<file path="src/rtl/uart_prog_pkg.sv">
// Shared types and sizing helpers for the UART program loader and its RX front end.
package uart_prog_pkg;

    typedef enum logic [1:0] {CPURST, LOAD, RESTART, RUN} state_t;

    typedef enum logic [1:0] {RX_IDLE, RX_START, RX_DATA, RX_STOP} rx_phase_t;

    localparam int RX_DATA_BITS = 8;

    // Width of a counter that must hold values up to clks.
    function automatic int cnt_width(input int clks);
        return (clks < 2) ? 1 : $clog2(clks + 1);
    endfunction

endpackage

</file>
<file path="src/rtl/uart_rx_byte.sv">
// UART 8N1 receiver: 2-flop sync, start-bit glitch rejection, LSB-first capture, sticky frame_err.
// With UART_BREAK_RELOAD_EN it also flags a line break and suppresses frame errors caused by it.
module uart_rx_byte
    import uart_prog_pkg::*;
#(
    parameter int CLKS_PER_BIT = 104
) (
    input  logic       clk_i,
    input  logic       rst_n,
    input  logic       rx_i,
    output logic       rx_valid,
    output logic [7:0] rx_data,
    output logic       frame_err,
    output logic       brk_hit
);
    localparam int TW = cnt_width(CLKS_PER_BIT);
    localparam logic [TW-1:0] HALF = TW'(CLKS_PER_BIT / 2 - 1);
    localparam logic [TW-1:0] FULL = TW'(CLKS_PER_BIT - 1);

    logic          rx_meta, rx_sync, rx_prev;
    rx_phase_t     phase;
    logic [TW-1:0] tmr;
    logic [2:0]    bit_idx;
    logic [7:0]    shreg;
    logic          ferr_evt;

    always_ff @(posedge clk_i or negedge rst_n) begin
        if (!rst_n) begin
            rx_meta  <= 1'b1;
            rx_sync  <= 1'b1;
            rx_prev  <= 1'b1;
            phase    <= RX_IDLE;
            tmr      <= '0;
            bit_idx  <= '0;
            shreg    <= '0;
            rx_valid <= 1'b0;
            rx_data  <= '0;
            ferr_evt <= 1'b0;
        end else begin
            rx_meta  <= rx_i;
            rx_sync  <= rx_meta;
            rx_prev  <= rx_sync;
            rx_valid <= 1'b0;
            ferr_evt <= 1'b0;
            case (phase)
                RX_IDLE: begin
                    if (rx_prev && !rx_sync) begin
                        phase <= RX_START;
                        tmr   <= '0;
                    end
                end
                RX_START: begin
                    // Line back high at mid start bit means it was only a glitch.
                    if (tmr == HALF) begin
                        tmr     <= '0;
                        bit_idx <= '0;
                        phase   <= rx_sync ? RX_IDLE : RX_DATA;
                    end else begin
                        tmr <= tmr + TW'(1);
                    end
                end
                RX_DATA: begin
                    if (tmr == FULL) begin
                        tmr     <= '0;
                        shreg   <= {rx_sync, shreg[7:1]};
                        bit_idx <= bit_idx + 3'd1;
                        if (bit_idx == 3'(RX_DATA_BITS - 1)) phase <= RX_STOP;
                    end else begin
                        tmr <= tmr + TW'(1);
                    end
                end
                RX_STOP: begin
                    if (tmr == FULL) begin
                        tmr   <= '0;
                        phase <= RX_IDLE;
                        if (rx_sync) begin
                            rx_valid <= 1'b1;
                            rx_data  <= shreg;
                        end else begin
                            ferr_evt <= 1'b1;
                        end
                    end else begin
                        tmr <= tmr + TW'(1);
                    end
                end
                default: phase <= RX_IDLE;
            endcase
        end
    end

`ifdef UART_BREAK_RELOAD_EN
    localparam int BRK_N = 20 * CLKS_PER_BIT;
    localparam int BKW   = cnt_width(BRK_N);

    logic [BKW-1:0] brk_cnt;
    logic           brk_seen, ferr_pend;

    // A frame error is only committed once the line goes idle, so a break can still veto it.
    always_ff @(posedge clk_i or negedge rst_n) begin
        if (!rst_n) begin
            brk_cnt   <= '0;
            brk_seen  <= 1'b0;
            ferr_pend <= 1'b0;
            brk_hit   <= 1'b0;
            frame_err <= 1'b0;
        end else begin
            brk_hit <= 1'b0;
            if (rx_sync) begin
                brk_cnt   <= '0;
                brk_seen  <= 1'b0;
                ferr_pend <= 1'b0;
                if ((ferr_pend || ferr_evt) && !brk_seen) frame_err <= 1'b1;
            end else begin
                ferr_pend <= ferr_pend | ferr_evt;
                if (brk_cnt != BKW'(BRK_N)) brk_cnt <= brk_cnt + BKW'(1);
                if (brk_cnt == BKW'(BRK_N - 1)) begin
                    brk_seen <= 1'b1;
                    brk_hit  <= 1'b1;
                end
            end
        end
    end
`else
    assign brk_hit = 1'b0;

    always_ff @(posedge clk_i or negedge rst_n) begin
        if (!rst_n) frame_err <= 1'b0;
        else        frame_err <= frame_err | ferr_evt;
    end
`endif

endmodule

</file>
<file path="src/rtl/uart_prog_loader.sv">
// Boot stage: streams a UART image into the core's loader port, re-resets the core, then runs it.
// Building with UART_BREAK_RELOAD_EN lets a line break in LOAD or RUN force a fresh load.
module uart_prog_loader
    import uart_prog_pkg::*;
#(
    parameter int CLKS_PER_BIT = 104,
    parameter int PROG_LEN     = 64,
    parameter int RST_CYCLES   = 4
) (
    input  logic       clk_i,
    input  logic       rst_n,
    input  logic       rx_i,
    input  logic       skip_load,
    output logic       cpu_rst_n,
    output logic       loader_en,
    output logic       load,
    output logic [7:0] load_in,
    output logic       run,
    output logic       loading,
    output logic       frame_err
);
    localparam int BW = $clog2(PROG_LEN + 1);
    localparam int RW = cnt_width(RST_CYCLES);

    state_t        state;
    logic [BW-1:0] byte_cnt;
    logic [RW-1:0] rst_cnt;
    logic          force_load;
    logic          rx_valid, brk_hit;
    logic [7:0]    rx_data;

    uart_rx_byte #(.CLKS_PER_BIT(CLKS_PER_BIT)) u_rx (
        .clk_i    (clk_i),
        .rst_n    (rst_n),
        .rx_i     (rx_i),
        .rx_valid (rx_valid),
        .rx_data  (rx_data),
        .frame_err(frame_err),
        .brk_hit  (brk_hit)
    );

    always_ff @(posedge clk_i or negedge rst_n) begin
        if (!rst_n) begin
            state      <= CPURST;
            cpu_rst_n  <= 1'b0;
            loader_en  <= 1'b0;
            load       <= 1'b0;
            load_in    <= '0;
            run        <= 1'b0;
            loading    <= 1'b0;
            byte_cnt   <= '0;
            rst_cnt    <= '0;
            force_load <= 1'b0;
        end else if (brk_hit && (state == LOAD || state == RUN)) begin
            state      <= CPURST;
            cpu_rst_n  <= 1'b0;
            loader_en  <= 1'b0;
            load       <= 1'b0;
            run        <= 1'b0;
            loading    <= 1'b0;
            byte_cnt   <= '0;
            rst_cnt    <= '0;
            force_load <= 1'b1;
        end else begin
            case (state)
                CPURST: begin
                    if (rst_cnt == RW'(RST_CYCLES - 1)) begin
                        rst_cnt    <= '0;
                        cpu_rst_n  <= 1'b1;
                        force_load <= 1'b0;
                        if (skip_load && !force_load) begin
                            state <= RUN;
                            run   <= 1'b1;
                        end else begin
                            state     <= LOAD;
                            loader_en <= 1'b1;
                            loading   <= 1'b1;
                        end
                    end else begin
                        rst_cnt <= rst_cnt + RW'(1);
                    end
                end
                LOAD: begin
                    load <= 1'b0;
                    // Leave only after the last strobe has been seen low again by the core.
                    if (load && byte_cnt == BW'(PROG_LEN)) begin
                        state     <= RESTART;
                        loader_en <= 1'b0;
                        loading   <= 1'b0;
                        cpu_rst_n <= 1'b0;
                    end else if (rx_valid) begin
                        load     <= 1'b1;
                        load_in  <= rx_data;
                        byte_cnt <= byte_cnt + BW'(1);
                    end
                end
                RESTART: begin
                    if (rst_cnt == RW'(RST_CYCLES - 1)) begin
                        rst_cnt   <= '0;
                        state     <= RUN;
                        cpu_rst_n <= 1'b1;
                        run       <= 1'b1;
                    end else begin
                        rst_cnt <= rst_cnt + RW'(1);
                    end
                end
                RUN: ;
                default: state <= CPURST;
            endcase
        end
    end

endmodule

</file>
<file path="config.mk">
export PLATFORM = sky130hd
export DESIGN_NAME = uart_prog_loader
export DESIGN_NICKNAME = d
export VERILOG_FILES = /design/src/rtl/uart_prog_pkg.sv /design/src/rtl/uart_rx_byte.sv /design/src/rtl/uart_prog_loader.sv
export SDC_FILE = /design/constraint.sdc
export NUM_CORES = 1
export LEC_CHECK = 0
export ABC_AREA = 0
export CORE_ASPECT_RATIO = 1.75
export CORE_MARGIN = 1
export CORE_UTILIZATION = 40
export CTS_BUF_LIST = sky130_fd_sc_hd__clkbuf_2
export DETAILED_ROUTE_END_ITERATION = 12
export SKIP_CTS_REPAIR_TIMING = 1
export SYNTH_ARGS = -nofsm -noshare
export SYNTH_HDL_FRONTEND = slang
export SYNTH_SLANG_ARGS = --single-unit
</file>
<file path="constraint.sdc">
create_clock -name clk_i -period 4.52 [get_ports clk_i]
set_clock_uncertainty 0.15 [all_clocks]
set_input_delay 0.904 -clock clk_i [delete_from_list [all_inputs] [get_ports clk_i]]
set_output_delay 0.904 -clock clk_i [all_outputs]
set_load 0.05 [all_outputs]
</file>
# Yosys cells after proc, flatten, opt, wreduce, memory -nomap -nowiden

Cells that the tools add are included.

Add/sub/neg operators: 4
Equality and inequality tests: 21
Mux-type cells: 37
Bitwise logic cells: 2
Reduce and logical (&&, ||, !) cells: 21

Operators with widths:

| operator              | count |
|---|---|
| $mux W7               | 3 |
| $pmux W7 S3           | 1 |
| $mux W2               | 10 |
| $add A7 B1 Y7 const B | 2 |
| $eq A7 B7 Y1 const B  | 2 |
| $mux W1               | 14 |
| $ne A2 B1 Y1 const B  | 7 |
| $reduce_and A3 Y1     | 4 |
| $reduce_and A4 Y1     | 3 |
| $mux W3               | 3 |
| $ne A2 B2 Y1 const B  | 4 |
| $pmux W2 S4           | 1 |
| $reduce_bool A2 Y1    | 4 |
| $eq A7 B6 Y1 const B  | 1 |
| $add A3 B1 Y3 const B | 2 |
| $eq A2 B2 Y1 const B  | 3 |
| $pmux W1 S2           | 3 |
| $pmux W2 S3           | 1 |
| $pmux W3 S2           | 1 |
| $reduce_and A5 Y1     | 1 |
| $eq A2 B1 Y1 const B  | 2 |
| $logic_not A2 Y1      | 2 |
| $reduce_or A2 Y1      | 2 |
| $eq A3 B2 Y1 const B  | 1 |
| 7 further kinds       | 8 |

Flip-flop bits (word level): 58
Output and inout bits: 14

# Longest topological paths before layout

Gate-level depths: netlist (run 1).

Depth in word-level cells: 4
Mapped depth: 7
Gate-level depth less buffers: 6

# Hierarchy

Synthesis (run 1) repeated with hierarchy kept, for this count alone.

Cell total of the unflattened synthesis: 242
Area total of the unflattened synthesis: 2875.3 um^2

Modules (own cells, without submodules):

| module           | instances | cells each | area an instance (um^2) | seq. area each (um^2) |
|---|---|---|---|---|
| uart_rx_byte     | 1         | 122        | 1521.5                  | 854.6 |
| uart_prog_loader | 1         | 120        | 1353.8                  | 625.6 |

# Worst setup path before layout (run 1)

No wires, ideal clock.

Path type: register -> output
From: reg loading
To: out loading
Arrival: 0.916 ns
Slack: 2.550 ns
Cell stages (with the launch flop): 2
Path through: dfrtp_1 -> buf_4

RTL lines:

| item                     | line                   | source |
|---|---|---|
| start: declaration       | uart_prog_loader.sv:19 | `output logic loading,` |
| start signal: assignment | uart_prog_loader.sv:50 | `loading <= 1'b0;` |
| start signal: assignment | uart_prog_loader.sv:60 | `loading <= 1'b0;` |
| start signal: assignment | uart_prog_loader.sv:77 | `loading <= 1'b1;` |

No word-level cell between the ends.

# Worst setup path in the final report (run 1)

From: reg load
To: out load

RTL lines:

| item                     | line                   | source |
|---|---|---|
| start: declaration       | uart_prog_loader.sv:16 | `output logic load,` |
| start signal: assignment | uart_prog_loader.sv:47 | `load <= 1'b0;` |
| start signal: assignment | uart_prog_loader.sv:58 | `load <= 1'b0;` |
| start signal: assignment | uart_prog_loader.sv:84 | `load <= 1'b0;` |

No word-level cell between the ends.

==> results.txt, run 1 <==
----------------------------------------------------
[STA]
  Actual slew at the worst max-slew pin ... 0.5811 ns
  Final hold viol count ... 0
  Relative slew margins ... 61.19%
  Final Critical Period ... 2.724 ns
  Post-route worst hold slack ... 0.2161 ns
  Fin crit share ... around three fifths
  RSZ-0062 raised after global routing ... no
  Number of setup violations in the final report ... 0
  Max Fclk ... 0.3670 GHz
  Sum of negative setup slack ... 0 ns
  Max Slew Vio Count ... 0

[Global routing]
  Grt total ovfl ... 0
  GRT met3 Usage ... 4.046%
  Largest net degree at the start of global routing ... 37
  Global-route wire length before repair ... between 7000 and 8000 um
  Number of antenna violations at the first check in global routing ... 0
  Number of global-route vias before repair ... 1,655
  All-Layer GR Usage ... 14.99%
  Peak-usage layer in the global routing report ... met2
  Fraction of met2 tracks used by global routing ... 23.78%
  Met1 Track Usage GR ... 16.93%

[Drt]
  Number of antenna-violating nets in the routed design ... 0
  Total DRC errors in the routed layout ... 0
  Mean routed wirelength per cell ... 13.56 um
  Number of DRC markers after the initial detailed-route iteration ... 91
  Via count normalized by instance count ... between 5 and 6
  Via Count ... 1,630
  Routed WL ... 4326 um
  Count of TritonRoute iterations in the first routing pass ... 6

[Power and ir drop]
  Portion of total power attributed to the clock network ... around 30%
  Sequential share of power ... 56.9%
  Switch share ... 29.33%
  Power per standard cell area ... 346.4 nW/um^2
  Internal Pwr Total ... 0.0007265 W
  Switching Power ... roughly 0.00030 W
  Combinational group share of total power ... 13.1%
  Worst vdd ir ... approximately 0.28 mV
  Leak pwr ... around 1.4 nW

[Setup path]
  Type of the setup path with the least slack ... flop to primary output
  Worst Setup End Kind ... primary output
  Cell-by-cell trace of the critical path ... clkdlybuf4s50_1
  Required time at the endpoint of the critical path ... between 3 and 4 ns
  Worst Path Arrival ... 1.67 ns
  Critical path's largest stage delay ... 0.81 ns
  Crit path launch type ... flop
  Critical path fanouts, max ... 3
  Top Family by Delay on Critical Path ... buffers and inverters
  Master of the slowest instance on the critical path ... clkdlybuf4s50_1
  Count of buffering cells on the critical path with inverters included ... 1

[Floorplanning]
  Number of primary I/O pins ... 18
  Starting density of the core ... 41.99%
  Die footprint ... 6980 um^2
  Std-Cell Core Area ... 6324 um^2
  FP Rows ... 38
  Overall die width ... between 60 and 70 um
  Die Height ... 109.8 um

[Cells and area]
  Number of nets in the final layout ... 249
  Count of inserted antenna diode cells ... 0
  Filler instances ... roughly 570
  Fraction of final layout cells sized beyond drive strength 1 ... 22.59%
  Area Growth Syn to Fin ... 11.78%

[Yosys]
  Yosys synthesis warning count ... 0
  Fraction of synthesized area in multiplexers ... 13.29%
  Cells after synthesis ... approximately 210
  Sequential share of the synthesized area ... between 50 and 60%
  Average cell area after synthesis ... 12.47 um^2
  Most common library cells after synthesis ... dfrtp_1 (55), mux2_2 (18), nand2_1 (14)
  Post-synth top area cell ... dfrtp_1
  Compound-Gate Fraction of Synth Area ... 8.954%
  Post-Synth Adder-Cell Area ... 5.184%
  Synth Net Count ... 228
  Seq cells post-synth ... 58
  Most frequently used cell type in the post-synthesis netlist ... dfrtp_1
  Predominant post-synthesis flop cell ... dfrtp_1
  Number of enable flip-flop cells after synthesis ... 0
  Post-synth ARST share ... 100.0%
  Netlist area before placement ... 2655 um^2
  Dominant combinational cell family by area after synthesis ... multiplexers
  Parity-gate share of the synthesized area counting xor and xnor cells ... 2.639%
  Fraction of the mapped netlist area in simple logic gates ... 11.36%
  Distinct cell type count after synthesis ... 50
  Top post-synthesis cells by area ... dfrtp_1 (52%), mux2_2 (7.6%), ha_1 (5.2%), mux2_4 (4.5%), dfstp_2 (3.0%)
  Top-area cell type share of the netlist area ... between 50% and 60%

[Run status]
  Run status ... complete, no violations

[CTS]
  Clock root buffer ... clkbuf_2
  Number of buffers on the longest clock path ... 2
  Cts bufs inserted ... 9
  TritonCTS clock tree ... built
  Clock network latency to the later pin of the worst-skew pair ... between 0.4 and 0.5 ns
  Clock transition at the register clock pins on the worst setup and hold paths after CTS ... 0.16 ns
  Clock H-tree levels ... 3
  Clock net sink count ... 58

[Placed design]
  Final HPWL DP ... 3117 um
  Routability cong. ... 0.8258
  Number of port buffers ... 17

[Run]
  Number of max-cap violations ... 0

[Min path]
  Hold crit path type ... primary input to asynchronous set/reset pin

----------------------------------------------------
## through the flow
| stage | setup slack, ns | total power, W | instances | area, um^2 | util (%) |
|---|---|---|---|---|---|
| 3_3_place_gp | 2.312 | 0.0007300 | 303 | 2865 | 45.31 |
| 6_report | 1.796 | 0.001028 | 319 | 2968 | 46.93 |
| 3_5_place_dp | 2.303 | 0.0007332 | 303 | 2865 | 45.31 |
| 4_1_cts | 1.723 | 0.001052 | 319 | 2968 | 46.93 |
| 2_1_floorplan | 2.550 | 0.0006894 | 213 | 2655 | - |
| 5_1_grt | 1.668 | 0.001095 | 319 | 2968 | 46.93 |
## logic make-up after synthesis
family | after synthesis
flops | 58
buf+inv | 18
compound gates | 34
mux | 29
simple gates | 55
xor+xnor | 8
fa+ha+maj | 11
## cells in the final DEF (no fill, tap or decap), types with 8 or more instances in the layout
cell type,count
inv_1,10
clkbuf_2,12
mux2_4,8
ha_1,11
mux2_2,18
nand2_1,14
nor2_1,10
clkdlybuf4s50_1,16
o21ai_0,10
dfrtp_1,55
## state kept, by name, summed over array words and instances (netlist names), 2 cells and up, named ones only
| signal | flops |
|---|---|
| rst_cnt | 3 |
| u_rx.rx_data | 8 |
| u_rx.shreg | 8 |
| u_rx.tmr | 7 |
| load_in | 8 |
| byte_cnt | 7 |
| u_rx.bit_idx | 3 |
| state | 2 |
## cell type report
type | instances | area (um^2) | share of cell area, %
inverters | 10 | 37.54 | 1.265
flip-flops and latches | 58 | 1455 | 49.03
clock inverters | 4 | 42.54 | 1.433
multi-input cells | 137 | 1100 | 37.06
clock buffers | 12 | 60.06 | 2.024
well taps | 80 | 100.1 | 3.373
repair buffers | 18 | 172.7 | 5.818
## power groups by stage
stage	combinational, W	sequential, W	clock (W)
floorplan	0.000116	0.000573	0
global placement	0.000136	0.000594	0
detailed placement	0.000138	0.000595	0
CTS	0.000139	0.000586	0.000328
global route	0.000153	0.000591	0.000351
finish	0.000135	0.000585	0.000308
## metal layers
metal	up-vias	wire length [um]
met2	28	2228
met4	0	126
met1	794	1856
li1	796	-
met5	-	0
met3	12	115
## final timing paths
path / startpoint / to / slack [ns] / cells past startpoint
max: load / load / 1.80 / 1
min: rst_n / u_rx.tmr[3] / 0.22 / 1
max reg2reg: u_rx.tmr[0] / u_rx.rx_data[2] / 2.42 / 5
min reg2reg: u_rx.rx_meta / u_rx.rx_sync / 0.22 / 0
max in group asynchronous: rst_n / u_rx.shreg[0] / 3.15 / 2
min in group clk_i: u_rx.rx_meta / u_rx.rx_sync / 0.22 / 0
No activity file was read; power rests on OpenSTA's default activity.
==> inputs of run 2 (changes only) <==
clock period = 2.7 ns   (was 4.52 ns; I/O delays follow)
==> run 2 against run 1 <==
Effect of this change:
- global-route usage down 0.080 points
- critical path depth unchanged
- core utilization up 0.93 points
- combinational power up 79%
- worst hold slack about the same
==> results.txt, run 2 (synthesis results as in run 1) <==
----------------------------------------------------
[Run status]
  Run status ... complete, no violations

[Drt]
  Via Count ... 1,644 (+0.86%)
  Via count normalized by instance count ... 5.121 (+0.23%)
  Number of DRC markers after the initial detailed-route iteration ... 42 (-54%)
  Number of antenna-violating nets in the routed design ... 0 (unchanged)
  Total DRC errors in the routed layout ... 0 (unchanged)
  Routed WL ... 4414 um (+2.0%)
  Mean routed wirelength per cell ... 13.75 um (+1.4%)
  Count of TritonRoute iterations in the first routing pass ... 4 (-2)

[Setup path]
  FF-to-FF End ... u_rx.rx_data[1]
  Count of buffering cells on the critical path with inverters included ... 1 (unchanged)
  Worst Path Arrival ... 1.68 ns (about the same)
  Cell-by-cell trace of the critical path ... clkdlybuf4s50_1
  Required time at the endpoint of the critical path ... 2.01 ns (-1.46 ns)
  Worst Setup End Kind ... primary output
  Master of the slowest instance on the critical path ... clkdlybuf4s50_1
  Cell count along the critical path ... 1 (unchanged)
  R2r startpoint ... u_rx.tmr[0]
  Crit path launch type ... flop
  Number of cell instances on the worst register-to-register path ... 5 (unchanged)
  R2R setup slack ... 0.69 ns (-1.73 ns)
  Top Family by Delay on Critical Path ... buffers and inverters
  Critical path's largest stage delay ... 0.81 ns (about the same)
  Critical path fanouts, max ... 4 (+1)
  Type of the setup path with the least slack ... flop to primary output

[Global routing]
  Number of global-route vias before repair ... 1,621 (-2.1%)
  Grt total ovfl ... 0 (unchanged)
  All-Layer GR Usage ... 14.91% (-0.080 points)
  Number of antenna violations at the first check in global routing ... 0 (unchanged)
  Largest net degree at the start of global routing ... 31 (-16%)
  Global-route wire length before repair ... 7652 um (-1.1%)

[Power and ir drop]
  Power per standard cell area ... 604.1 nW/um^2 (+74%)
  Final Power ... 0.001829 W (+78%)
  Leak pwr ... 1.470 nW (+1.5%)
  Worst vdd ir ... 0.2914 mV (+4.2%)

[Cells and area]
  Area of combinational cells with multiple inputs ... 1100 um^2 (unchanged)
  Commonest cells after routing, fill and taps aside ... dfrtp_1 (55), mux2_2 (18), clkdlybuf4s50_1 (16)
  Registers with the most flip-flops ... load_in x8, u_rx.rx_data x8, u_rx.shreg x8
  Area Growth Syn to Fin ... 14.00%
  Number of nets in the final layout ... 251 (+0.80%)
  Most frequent standard cell in the layout excluding fill and tap cells ... dfrtp_1
  Fraction of final layout cells sized beyond drive strength 1 ... 23.24% (+0.64 points)
  Count of inserted antenna diode cells ... 0 (unchanged)
  Register Area ... 1455 um^2 (unchanged)
  Filler instances ... 573 (unchanged)

[STA]
  Fin crit share ... 87.73%
  Relative slew margins ... 55.68% (-5.5 points)
  Sum of negative setup slack ... 0 ns (unchanged)
  Final Critical Period ... 2.369 ns
  Actual slew at the worst max-slew pin ... 0.6647 ns (+0.08360 ns)
  Number of setup violations in the final report ... 0 (unchanged)
  Max Fclk ... ~0.42 GHz
  Final hold viol count ... 0 (unchanged)
  Max Slew Vio Count ... 0 (unchanged)
  RSZ-0062 raised after global routing ... no

[CTS]
  Cts bufs inserted ... 9 (unchanged)
  Clock H-tree levels ... 3 (unchanged)
  Clock root buffer ... clkbuf_2
  Clock transition at the register clock pins on the worst setup and hold paths after CTS ... 0.14 ns (-0.02 ns)
  TritonCTS clock tree ... built
  Clock network latency to the later pin of the worst-skew pair ... 0.47 ns (about the same)
  Clock net sink count ... 58 (unchanged)
  Number of buffers on the longest clock path ... 2 (unchanged)

[Floorplanning]
  Overall die width ... 63.59 um (unchanged)
  Die footprint ... 6980 um^2 (unchanged)
  FP Rows ... 38 (unchanged)
  Number of primary I/O pins ... 18 (unchanged)
  Starting density of the core ... 41.99% (unchanged)
  Die Height ... 109.8 um (unchanged)
  Std-Cell Core Area ... 6324 um^2 (unchanged)

[Min path]
  Hold crit path type ... flop to flop
  Number of cells on the worst hold path ... 0
  Worst Hold Path EP ... u_rx.rx_sync
  Startpoint of the worst hold path ... u_rx.rx_meta

[Placed design]
  Routability cong. ... 0.7644 (-7.4%)
  Number of port buffers ... 17 (unchanged)
  Final HPWL DP ... 3242 um (+4.0%)

[Run]
  Number of max-cap violations ... 0 (unchanged)

----------------------------------------------------
run 2: final cells by class:
| cell class | instances | share of cell area, % |
|---|---|---|
| Tap cell | 80 | 3.307 |
| Inverter | 10 | 1.240 |
| Clock inverter | 6 | 2.687 |
| Sequential cell | 58 | 48.08 |
| Timing Repair Buffer | 20 | 6.697 |
| Clock buffer | 10 | 1.654 |
| Multi-Input combinational cell | 137 | 36.34 |
run 2: report_power, final:
part / switching, W / leakage (nW) / internal [W]
Sequential: 0.0000620 / 0.773 / 0.000914
Clock: 0.000306 / 0.0793 / 0.000304
Combinational: 0.000147 / 0.617 / 0.0000950
Total: 0.000515 / 1.47 / 0.00131
run 2: worst max path at each step:
stage | startpoint | end | slack, ns
2_1_floorplan | u_rx.tmr[0] | u_rx.rx_data[0] | 0.84
3_3_place_gp | u_rx.tmr[0] | u_rx.rx_data[1] | 0.73
3_5_place_dp | u_rx.tmr[0] | u_rx.rx_data[1] | 0.69
4_1_cts | loading | loading | 0.26
5_1_grt | loading | loading | 0.22
6_report | loading | loading | 0.33
run 2: routing by layer:
metal | part of all wire [%] | track usage, % | wire, um | up-vias
met2 | 53 | 25.61 | 2333 | 24
met4 | 3.0 | 8.929 | 132 | 0
met5 | 0 | 0 | 0 | -
li1 | - | - | - | 799
met1 | 41 | 15.37 | 1797 | 810
met3 | 3.4 | 5.394 | 150 | 11
run 2: through the flow:
step	setup slack [ns]	utilization (%)	instance area [um^2]	cells	hold slack [ns]
after global placement	0.7254	45.63	2885	304	0.1964
after floorplan	0.8444	-	2655	213	0.09441
after detailed placement	0.6902	45.63	2885	304	0.1990
after global routing	0.2151	47.86	3027	321	0.2227
final	0.3312	47.86	3027	321	0.2159
after CTS	0.2551	47.70	3017	320	-0.1248
==> inputs of run 3 (changes only) <==
clock period = 2.68 ns   (was 2.7 ns; I/O delays follow)
==> run 3 against run 2 <==
Effect of this change:
- register-to-register slack worse by 0.04 ns
- wire length decreased by 1.8%
- setup slack worse by 0.019 ns
- die area unchanged
==> results.txt, run 3 (synthesis results as in run 1) <==
----------------------------------------------------
[Run status]
  Run status ... complete, no violations

[STA]
  Final Critical Period ... 2.367 ns
  Relative slew margins ... 45.37% (-10 points)
  RSZ-0062 raised after global routing ... no
  Sum of negative setup slack ... 0 ns (unchanged)
  Final hold viol count ... 0 (unchanged)
  Max Slew Vio Count ... 0 (unchanged)
  Fin crit share ... between 80% and 90%
  Actual slew at the worst max-slew pin ... 0.8195 ns (+0.1547 ns)
  Max Fclk ... 0.4224 GHz
  Number of setup violations in the final report ... 0 (unchanged)

[Setup path]
  Cell-by-cell trace of the critical path ... clkdlybuf4s50_1
  Master of the slowest instance on the critical path ... clkdlybuf4s50_1
  Worst Path Arrival ... 1.68 ns (about the same)
  Worst Setup End Kind ... primary output
  Type of the setup path with the least slack ... flop to primary output
  Critical path's largest stage delay ... 0.81 ns (about the same)
  Count of buffering cells on the critical path with inverters included ... 1 (unchanged)
  Top Family by Delay on Critical Path ... buffers and inverters
  Crit path launch type ... flop
  Required time at the endpoint of the critical path ... 1.99 ns (-0.02 ns)
  Critical path fanouts, max ... 4 (unchanged)

[CTS]
  Number of buffers on the longest clock path ... 2 (unchanged)
  Clock net sink count ... 58 (unchanged)
  Clock transition at the register clock pins on the worst setup and hold paths after CTS ... 0.17 ns (+0.03 ns)
  Clock H-tree levels ... 3 (unchanged)
  TritonCTS clock tree ... built
  Clock root buffer ... clkbuf_2
  Clock network latency to the later pin of the worst-skew pair ... 0.46 ns (about the same)
  Cts bufs inserted ... 9 (unchanged)

[Floorplanning]
  Starting density of the core ... 41.99% (unchanged)
  Die Height ... 109.8 um (unchanged)
  Std-Cell Core Area ... 6324 um^2 (unchanged)
  FP Rows ... 38 (unchanged)
  Overall die width ... 63.59 um (unchanged)
  Number of primary I/O pins ... 18 (unchanged)
  Die footprint ... 6980 um^2 (unchanged)

[Global routing]
  Global-route wire length before repair ... 7803 um (+2.0%)
  Number of global-route vias before repair ... 1,732 (+6.8%)
  Number of antenna violations at the first check in global routing ... 0 (unchanged)
  Largest net degree at the start of global routing ... 38 (+23%)
  All-Layer GR Usage ... 14.84% (-0.070 points)
  Grt total ovfl ... 0 (unchanged)

[Placed design]
  Cell count after placement ... 305 (+0.33%)
  Routability cong. ... 0.8581 (+12%)
  Final HPWL DP ... 3192 um (-1.5%)
  Number of port buffers ... 17 (unchanged)

[Run]
  Number of max-cap violations ... 0 (unchanged)

[Cells and area]
  Number of nets in the final layout ... 251 (unchanged)
  Filler-free cell count of the finished design ... 321 (unchanged)
  Area Growth Syn to Fin ... 12.44%
  Commonest cells after routing, fill and taps aside ... dfrtp_1 (55), mux2_2 (18), clkdlybuf4s50_1 (16)
  Registers with the most flip-flops ... load_in x8, u_rx.rx_data x8, u_rx.shreg x8
  Most frequent standard cell in the layout excluding fill and tap cells ... dfrtp_1
  Count of inserted antenna diode cells ... 0 (unchanged)
  Fraction of final layout cells sized beyond drive strength 1 ... 22.82% (-0.41 points)
  Filler instances ... 601 (+4.9%)

[Power and ir drop]
  Leak pwr ... 1.455 nW (-1.0%)
  Power per standard cell area ... 578.2 nW/um^2 (-4.3%)
  Worst vdd ir ... 0.2690 mV (-7.7%)

[Drt]
  Number of DRC markers after the initial detailed-route iteration ... 46 (+9.5%)
  Mean routed wirelength per cell ... 13.50 um (-1.8%)
  Count of TritonRoute iterations in the first routing pass ... 4 (unchanged)
  Via count normalized by instance count ... 5.187 (+1.3%)
  Routed WL ... 4333 um (-1.8%)
  Total DRC errors in the routed layout ... 0 (unchanged)
  Via Count ... 1,665 (+1.3%)
  Number of antenna-violating nets in the routed design ... 0 (unchanged)

[Min path]
  Hold crit path type ... primary input to asynchronous set/reset pin

----------------------------------------------------
==> run 3: cell types whose count changed in the layout (fill, tap and decap cells not counted), sizes merged <==
cell / delta
buf: +1
bufinv: -1
clkbuf: -1
clkinv: +3
clkinvlp: -1
dlygate4sd3: -1
==> run 3: final cells by class <==
cell class	count	area, um^2	area share [%]
multi-input combinational	137	1100	36.84
sequential	58	1455	48.74
clock buffer	9	45.04	1.509
clock inverter	7	60.06	2.012
timing repair buffer	20	187.7	6.287
tap	80	100.1	3.353
inverter	10	37.54	1.257
==> run 3: worst paths after layout <==
check                        startpoint               to  slack (ns)  cells past startpoint
setup reg to reg            u_rx.tmr[0]  u_rx.rx_data[3]        0.65                      5
setup / recovery                loading          loading        0.31                      1
max in group asynchronous         rst_n    u_rx.shreg[1]        1.73                      2
hold reg to reg            u_rx.rx_meta     u_rx.rx_sync        0.22                      0
min in group clk_i         u_rx.rx_meta     u_rx.rx_sync        0.22                      0
hold / removal                    rst_n       load_in[4]      0.0003                      1
==> run 3: per-layer routing <==
metal,track usage (%),wire length (um)
met1,15.56,1753
met2,26.44,2360
met3,3.112,104
met4,9.740,115
met5,0,0
==> run 3: metrics by stage <==
stage	worst slack, ns	power, W	util [%]	area, um^2	hold slack (ns)
floorplan	0.8244	0.001163	-	2655	0.09041
global placement	0.6967	0.001229	45.55	2880	0.1982
detailed placement	0.6590	0.001236	45.55	2880	0.1972
CTS	0.2761	0.001754	47.21	2985	-0.003822
global route	0.2112	0.001843	47.21	2985	0.005288
finish	0.3126	0.001726	47.21	2985	0.0003307
==> run 3: power breakdown <==
part	switching, W	internal [W]	total, W
Sequential	0.0000651	0.000920	0.000986
Combinational	0.000143	0.0000865	0.000230
Clock	0.000306	0.000205	0.000511
